**config.mk**
```make
export PLATFORM = sky130hd
export DESIGN_NAME = lfsr_check
export DESIGN_NICKNAME = d
export VERILOG_FILES = /design/src/rtl/lfsr_check.sv
export SDC_FILE = /design/constraint.sdc
export NUM_CORES = 1
export LEC_CHECK = 0
export ABC_AREA = 0
export BUFFER_PORTS_ARGS = -buffer_cell sky130_fd_sc_hd__buf_2
export CORE_AREA = 2 2 140 129
export CTS_BUF_LIST = sky130_fd_sc_hd__clkbuf_8
export DETAILED_ROUTE_END_ITERATION = 10
export DIE_AREA = 0 0 142 131
export HOLD_SLACK_MARGIN = 0.08
export REMOVE_ABC_BUFFERS = 1
export SLEW_MARGIN = 20
export SYNTH_ARGS = -nofsm -noshare
export SYNTH_HDL_FRONTEND = slang
export SYNTH_SLANG_ARGS = --single-unit
```
**constraint.sdc**
```tcl
create_clock -name clk -period 2.8 [get_ports clk]
set_clock_uncertainty 0.15 [all_clocks]
set_input_delay 0.56 -clock clk [delete_from_list [all_inputs] [get_ports clk]]
set_output_delay 0.56 -clock clk [all_outputs]
set_load 0.02 [all_outputs]
```
**src/rtl/lfsr_check.sv**
```systemverilog
// Receive-side PRN checker: two independent channels (32b data, 10b addr) that self-sync,
// track the incoming sequence, and flag and count mismatches. Optional first-error capture: LFSR_CHECK_CAPTURE_EN.

module lfsr_check_chan #(
  parameter int unsigned W          = 32,
  parameter logic [W-1:0] TAPS      = '0,
  parameter int unsigned LOCK_CNT   = 4,
  parameter int unsigned ERR_THRESH = 8,
  parameter int unsigned CNT_W      = 16
) (
  input  logic             clk,
  input  logic             rstn,
  input  logic             en,
  input  logic [W-1:0]     sample,
  input  logic             clr,
  output logic             locked,
  output logic             err,
  output logic [CNT_W-1:0] err_cnt,
  output logic [W-1:0]     exp_word,
  output logic             err_c
);

  localparam int unsigned MATCH_W = 4;
  localparam int unsigned MISS_W  = 8;
  localparam logic [MATCH_W-1:0] MATCH_LAST = MATCH_W'(LOCK_CNT - 1);
  localparam logic [MISS_W-1:0]  MISS_LAST  = MISS_W'(ERR_THRESH - 1);

  typedef enum logic [1:0] {SEARCH, VERIFY, LOCKED} state_t;

  state_t             state;
  logic [MATCH_W-1:0] match;
  logic [MISS_W-1:0]  miss;
  logic               hit;

  // Fibonacci step: shift left, parity of tapped bits into bit 0.
  function automatic logic [W-1:0] nxt(input logic [W-1:0] v);
    return {v[W-2:0], ^(v & TAPS)};
  endfunction

  assign hit   = (sample == exp_word);
  assign err_c = en && (state == LOCKED) && !hit;

  // Sync/track FSM; a disabled cycle leaves everything but the err pulse untouched.
  always_ff @(posedge clk or negedge rstn) begin
    if (!rstn) begin
      state    <= SEARCH;
      exp_word <= '0;
      match    <= '0;
      miss     <= '0;
      locked   <= 1'b0;
      err      <= 1'b0;
    end else begin
      err <= err_c;
      if (en) begin
        case (state)
          SEARCH: begin
            if (|sample) begin
              exp_word <= nxt(sample);
              match    <= '0;
              state    <= VERIFY;
            end
          end
          VERIFY: begin
            if (hit) begin
              exp_word <= nxt(exp_word);
              if (match == MATCH_LAST) begin
                match  <= '0;
                miss   <= '0;
                locked <= 1'b1;
                state  <= LOCKED;
              end else begin
                match <= match + 1'b1;
              end
            end else if (|sample) begin
              exp_word <= nxt(sample);
              match    <= '0;
            end else begin
              match <= '0;
              state <= SEARCH;
            end
          end
          LOCKED: begin
            // Once locked, the local sequence free-runs; bad words never reseed it.
            exp_word <= nxt(exp_word);
            if (hit) begin
              miss <= '0;
            end else if (miss == MISS_LAST) begin
              miss   <= '0;
              locked <= 1'b0;
              state  <= SEARCH;
            end else begin
              miss <= miss + 1'b1;
            end
          end
          default: state <= SEARCH;
        endcase
      end
    end
  end

  // Saturating error counter; an error coinciding with clear leaves a count of one.
  always_ff @(posedge clk or negedge rstn) begin
    if (!rstn) begin
      err_cnt <= '0;
    end else if (clr) begin
      err_cnt <= err_c ? CNT_W'(1) : '0;
    end else if (err_c && (err_cnt != {CNT_W{1'b1}})) begin
      err_cnt <= err_cnt + 1'b1;
    end
  end

endmodule

module lfsr_check #(
  parameter int unsigned LOCK_CNT   = 4,
  parameter int unsigned ERR_THRESH = 8,
  parameter int unsigned CNT_W      = 16
) (
  input  logic             clk,
  input  logic             rstn,
  input  logic             en_data,
  input  logic [31:0]      lfsr_data,
  input  logic             en_addr,
  input  logic [9:0]       lfsr_addr,
  input  logic             clr_err,
  output logic             data_locked,
  output logic             addr_locked,
  output logic             data_err,
  output logic             addr_err,
  output logic [CNT_W-1:0] data_err_cnt,
  output logic [CNT_W-1:0] addr_err_cnt,
  output logic             cap_valid,
  output logic [31:0]      cap_exp,
  output logic [31:0]      cap_rcv
);

  localparam int unsigned DATA_W = 32;
  localparam int unsigned ADDR_W = 10;
  localparam logic [DATA_W-1:0] DATA_TAPS = 32'h8020_0003;  // x^32+x^22+x^2+x+1
  localparam logic [ADDR_W-1:0] ADDR_TAPS = 10'h240;        // x^10+x^7+1

  logic [DATA_W-1:0] data_exp;
  logic [ADDR_W-1:0] addr_exp;
  logic              data_err_c;
  logic              addr_err_c;

  lfsr_check_chan #(
    .W(DATA_W), .TAPS(DATA_TAPS), .LOCK_CNT(LOCK_CNT),
    .ERR_THRESH(ERR_THRESH), .CNT_W(CNT_W)
  ) u_data (
    .clk(clk), .rstn(rstn), .en(en_data), .sample(lfsr_data), .clr(clr_err),
    .locked(data_locked), .err(data_err), .err_cnt(data_err_cnt),
    .exp_word(data_exp), .err_c(data_err_c)
  );

  lfsr_check_chan #(
    .W(ADDR_W), .TAPS(ADDR_TAPS), .LOCK_CNT(LOCK_CNT),
    .ERR_THRESH(ERR_THRESH), .CNT_W(CNT_W)
  ) u_addr (
    .clk(clk), .rstn(rstn), .en(en_addr), .sample(lfsr_addr), .clr(clr_err),
    .locked(addr_locked), .err(addr_err), .err_cnt(addr_err_cnt),
    .exp_word(addr_exp), .err_c(addr_err_c)
  );

`ifdef LFSR_CHECK_CAPTURE_EN
  // First data error since reset/clear is held; a clear rearms and may take the same-cycle error.
  always_ff @(posedge clk or negedge rstn) begin
    if (!rstn) begin
      cap_valid <= 1'b0;
      cap_exp   <= '0;
      cap_rcv   <= '0;
    end else if (clr_err) begin
      cap_valid <= data_err_c;
      cap_exp   <= data_err_c ? data_exp  : '0;
      cap_rcv   <= data_err_c ? lfsr_data : '0;
    end else if (data_err_c && !cap_valid) begin
      cap_valid <= 1'b1;
      cap_exp   <= data_exp;
      cap_rcv   <= lfsr_data;
    end
  end

  logic unused_addr;
  assign unused_addr = ^{addr_exp, addr_err_c};
`else
  assign cap_valid = 1'b0;
  assign cap_exp   = '0;
  assign cap_rcv   = '0;

  logic unused_cap;
  assign unused_cap = ^{data_exp, data_err_c, addr_exp, addr_err_c};
`endif

endmodule

```
; After elaboration in Yosys (flattened, before gate mapping)
; Cells that the tools add are included.
[classes]
n_addsub = 6
n_eq_ne = 26
muxes = 54
n_reduce_logical = 34
[ops]
columns = operator, n
row1 = 32-bit case mux with 3 select lines, 1
row2 = 16-bit 2-to-1 mux, 4
row3 = 32-bit 2-to-1 mux, 2
row4 = 8-bit 2-to-1 mux, 8
row5 = 32-bit parity, 2
row6 = 16-bit by 1-bit adder with 16-bit output (second input constant), 2
row7 = 32-bit == test, 1
row8 = 16-bit inequality test (second input constant), 2
row9 = 8-bit case mux with 2 select lines, 2
row10 = 32-bit OR reduction, 1
row11 = 10-bit case mux with 3 select lines, 1
row12 = 2-bit 2-to-1 mux, 12
row13 = 4-bit 2-to-1 mux, 6
row14 = 6-bit AND reduction, 4
row15 = 10-bit 2-to-1 mux, 2
row16 = 10-bit parity, 2
row17 = 8-bit by 1-bit adder with 8-bit output (second input constant), 2
row18 = 8-bit by 3-bit == test with 1-bit output (second input constant), 2
row19 = 4-bit case mux with 2 select lines, 2
row20 = 2-bit by 1-bit inequality test with 1-bit output (second input constant), 6
row21 = 2-bit case mux with 3 select lines, 2
row22 = 2-bit nonzero test, 6
row23 = 10-bit == test, 1
row24 = 1-bit 2-to-1 mux, 10
row25 = 16 further kinds, 37
[word_totals]
reg_bits = 106
in_bits = 47
elab_cells = 134

; Longest topological paths before layout
[depth]
ltp_word = 6
depth_mapped = 10
mapped_depth_nobuf = 9

; Hierarchy
; From an unflattened synthesis, not the netlist that was laid out.
[unflattened]
hier_cells = 751
hier_area_um2 = 7085.5
[modules_own_cells]
columns = mod, n_inst, cells_per_inst, area_each_um2
row1 = lfsr_check_chan (u_data), 1, 409, 3966.3
row2 = lfsr_check_chan (u_addr), 1, 276, 2627.5
row3 = lfsr_check, 1, 66, 491.7

; Least setup slack after synthesis
; OpenSTA, ideal clock, no wires.
[synth_path]
kind = input to register
start = input port lfsr_data[24]
end = register u_data.state[0]
arrival_time_ps = 2369
required_time_ps = 2523
slack_ps = 153
stages = 7
n_path_buf = 0
cell_sequence = xor2_1 nor4_1 nand4_1 or3_4 mux2i_1 a221oi_1 mux2_1
[synth_via]
elab_chain_len = 3
elab_cells_between_ends = 9
cone_classes = eq/ne (5) / mux (2) / reduce/logical (2)
[synth_lines]
columns = element, line_no
row1 = start: declaration, 122  ; input logic [31:0] lfsr_data,
row2 = 32-bit == test or 32-bit OR reduction (tied branches), "40, 57, 74"
row3 = "3-bit inequality test (no line), or another cell as far along", n/a
row4 = 6-bit AND reduction (no line) or 2-bit case mux with 3 select lines (tied branches), n/a
row5 = end signal: assignment, 46  ; state <= SEARCH;
row6 = end signal: assignment, 60  ; state <= VERIFY;
row7 = end signal: assignment, 70  ; state <= LOCKED;
row8 = end: declaration, 30  ; state_t state;
; Several ways; a longest one is shown, not always the timed one.
; A chain may end at the register's enable or synchronous reset.

; Final worst setup path
[layout_path]
start = register u_data.exp_word[19]
end = register u_data.err_cnt[10]
[layout_via]
elab_chain_len = 5
[layout_lines]
columns = element, line_no
row1 = start: declaration, 19  ; output logic [W-1:0] exp_word,
row2 = start signal: assignment, 58  ; exp_word <= nxt(sample);
row3 = start signal: assignment, 65  ; exp_word <= nxt(exp_word);
row4 = start signal: assignment, 75  ; exp_word <= nxt(sample);
row5 = 32-bit == test, 40  ; assign hit = (sample == exp_word);
row6 = 1-bit zero test, 41  ; assign err_c = en && (state == LOCKED) && !hit;
row7 = 1-bit logical AND, 41
row8 = 1-bit logical AND, 107  ; end else if (err_c && (err_cnt != {CNT_W{1'b1}})) begin
row9 = 2-bit nonzero test (no line), n/a
row10 = end signal: assignment, 106  ; err_cnt <= err_c ? CNT_W'(1) : '0;
row11 = end signal: assignment, 108  ; err_cnt <= err_cnt + 1'b1;
row12 = end: declaration, 18  ; output logic [CNT_W-1:0] err_cnt,
; Every way passes these cells.

==> run_results.csv <==
group,metric,value,unit
cts,cts.path.max_buffers,2,
cts,clock_latency,0.39,ns
route,viasPerCell,5.14,
synthesis,ys_ff_latch,106,
power,fin_total_pwr,4.02,mW
synthesis,synth_edf_count,0,
route,avgRoutedWirePerCell,14.2,um
critical_path,start_kind,"flip-flop",
placed_design,place_area,0.00748,mm2
grt,grt_max_degree,52,
synthesis,ys_warn_count,0,
critical_path,cp-end-kind,"flip-flop",
timing,rsz0062_at_grt,"true",
grt,antenna_found_initial,0,
placed_design,dp_hpwl,11000,um
placed_design,port_buffers,82,
run_status,outcome,"finished, final reports clean",
cells_and_area,finalNetCount,937,
flow_run,max_cap_viol_count,0,
timing,period_share,95.7,%
floorplan,die_y,131,um
route,dr.pass1.iters,5,
floorplan,dieArea,0.0186,mm2
grt,grt_pass1_vias,4978,
cells_and_area,stdcell_area,0.00771,mm2
critical_path,critical_path_class,"reg2reg",
critical_path,crit_chain,"xor2_1 > nor4_2 > buf_4 > nand4_1 > buf_4 > buf_4 > o311a_1 > buf_12 > nand4_1 > mux2i_1 > nor2_1",
cells_and_area,drive_above_1_share,18.9,%
grt,grt.total_usage,16.7,%
cts,cts_sinks,106,
power,p_leak,3.71,nW
critical_path,required,2.91,ns
power,vdd_drop_max,0.000249,V
hold_path,hp-class,"in2reg",
synthesis,synthTopCellsByCount,"106 x dfrtp_1, 65 x buf_4, 64 x xor2_1",
cts,cts_tree,"yes",
synthesis,synth_ff_type,"dfrtp_1",
floorplan,die_w,142,um
timing,relSlewSlack,24.4,%
synthesis,synth_seq_area_share,39.4,%
floorplan,start_util,39.2,%
synthesis,synth_area,0.00674,mm2
synthesis,synth.area.top_cells,"dfrtp_1 39%, xor2_1 8.3%, buf_4 7.2%, o21ai_0 4.2%, o221ai_1 3.8%",
timing,tightest_slew,1.12,ns
timing,finalSetupViolations,0,
synthesis,synth_top_area_share,39.4,%
critical_path,crit_top_cell,"buf_4",
synthesis,synth_area_per_cell,8.82,um2
timing,finalCriticalPeriod,2.68,ns
timing,fmax,373,MHz
critical_path,crit_path_max_fanout,16,
timing,final_hold_viol_count,0,
critical_path,critPathSlowestCell,"dfrtp_1",
floorplan,ios,148,
synthesis,synth_cell_type_count,59,
route,drcViolationCount,0,
synthesis,yosysMostFrequentCell,"dfrtp_1",
route,vias,5632,
cells_and_area,syn_to_final_growth,14.3,%
synthesis,synth_top_area_cell,"dfrtp_1",
cts,path_clk_slew,0.11,ns
power,p_per_area,522,mW/mm2
floorplan,coreArea,0.0172,mm2
route,wirelength,15500,um
critical_path,slowest_delay,0.42,ns
route,ant_nets,0,
cts,cts_buffers,9,
grt,grt_remaining_overflow,0,
route,drtIter0Drc,359,
placed_design,gp_congestion,0.796,
timing,slew_violations,0,
cts,cts-htree-levels,3,
cts,cts_root_buffer,"clkbuf_8",
synthesis,syn_inst,764,
grt,grt_first_pass_wirelength,25200,um
cells_and_area,num_antenna_cells,0,
synthesis,synth-async-reset-ratio,100,%
floorplan,rows,46,
critical_path,arrival,2.79,ns
-- routing by layer --
layer  wire [um]  global-route usage, %
met1        7490                   24.0
met4          97                   3.12
met5           0                      0
met3         736                   3.68
met2        7200                   26.1
-- final timing paths --
check                      depth (start not counted)  slack (ns)                            start                        endpoint
max reg2reg                                       11        0.12  u_data.exp_word[19]$_DFFE_PN0P_  u_data.err_cnt[10]$_DFFE_PN0P_
min in group asynchronous                          2        0.60                             rstn  u_data.err_cnt[10]$_DFFE_PN0P_
max                                               11        0.12  u_data.exp_word[19]$_DFFE_PN0P_  u_data.err_cnt[10]$_DFFE_PN0P_
min reg2reg                                        1        0.34       u_addr.miss[7]$_DFFE_PN0P_      u_addr.miss[7]$_DFFE_PN0P_
max in group asynchronous                          3        1.21                             rstn     u_addr.state[0]$_DFFE_PN0P_
min                                                3        0.27                     lfsr_addr[8]  u_addr.exp_word[9]$_DFFE_PN0P_
-- power breakdown --
group | leakage [nW] | switching [mW] | total, mW | internal, mW
Clock | 0.0982 | 0.579 | 0.922 | 0.343
Sequential | 1.41 | 0.203 | 1.93 | 1.72
Combinational | 2.21 | 0.702 | 1.17 | 0.473
Total | 3.71 | 1.48 | 4.02 | 2.54
-- placed cells by master (no fill, tap or decap), drive strengths merged, types with 3 or more instances in the layout --
cell type	netlist	final
and2	4	4
or3	6	6
a21o	3	3
mux2	3	3
xnor2	8	8
o211ai	4	4
clkbuf	27	9
nand3	24	24
nor2b	8	8
or2	3	3
nand3b	4	4
o22a	3	3
inv	60	65
conb	1	65
xor2	64	64
a222oi	10	10
nor2	48	48
a21oi	12	12
ha	15	15
nor3	33	33
o21ai	60	60
nand2b	6	6
mux2i	4	4
o31ai	8	8
and4	6	6
and3	14	14
o22ai	5	5
nor4	19	19
buf	72	134
nand4	22	22
dfrtp	106	106
o221ai	29	29
nand2	55	55
-- kinds of logic after synthesis --
| family | Yosys count | share of synthesized area (%) |
|---|---|---|
| simple gates | 256 | 19.6 |
| fa+ha+maj | 15 | 2.78 |
| mux | 7 | 1.15 |
| xor+xnor | 72 | 9.36 |
| other cells | 1 | 0.0556 |
| compound gates | 148 | 15.1 |
| buf+inv | 159 | 12.6 |
| flops | 106 | 39.4 |
-- state kept, by name, indices dropped and copies added, names as in the netlist, 2 cells and up --
name,flops
u_data.exp_word,32
u_addr.err_cnt,16
u_data.err_cnt,16
u_addr.exp_word,10
u_addr.miss,8
u_data.miss,8
u_addr.match,4
u_data.match,4
u_addr.state,2
u_data.state,2
-- per-stage QoR --
| stage | std cells | TNS, ns | hold WS (ns) | worst slack [ns] | util (%) |
|---|---|---|---|---|---|
| after global routing | 1096 | -0.0313 | 0.259 | -0.0145 | 44.8 |
| after floorplan | 729 | -6.14 | 0.114 | -0.447 | - |
| after detailed placement | 1078 | -5.64 | 0.323 | -0.307 | 43.5 |
| after CTS | 1095 | 0 | 0.239 | 0.0186 | 44.6 |
| final | 1096 | 0 | 0.269 | 0.122 | 44.8 |
| after global placement | 1078 | -7.45 | 0.322 | -0.307 | 43.5 |
-- layout make-up --
| type | count | area [um2] |
|---|---|---|
| fill | 1750 | 9500 |
| inverter | 60 | 225 |
| tap | 216 | 270 |
| timing repair buffer | 135 | 863 |
| multi-input combinational | 563 | 3510 |
| sequential | 106 | 2650 |
| clock inverter | 7 | 58.8 |
| clock buffer | 9 | 124 |
-- what timing repair did --
action | 4_1_cts | 5_1_grt
endpoints found under the hold margin | 45 | 0
endpoints found under the setup margin | 2 | 38
hold buffers | 1 | 0
setup buffers | 0 | 1
gates resized for setup | 1 | 4
gates cloned | 0 | 0
pin swaps | 0 | 5
-- worst max-delay path: cells and delay by family (launching register included) --
kind,cells,cell delay (ns)
multiplexers,1,0.19
AND/OR/NAND/NOR,4,0.59
XOR/XNOR,1,0.18
flip-flops,1,0.42
AO/OA/AOI/OAI,1,0.40
buffers and inverters,4,0.62
No activity file was read; power rests on OpenSTA's default activity.
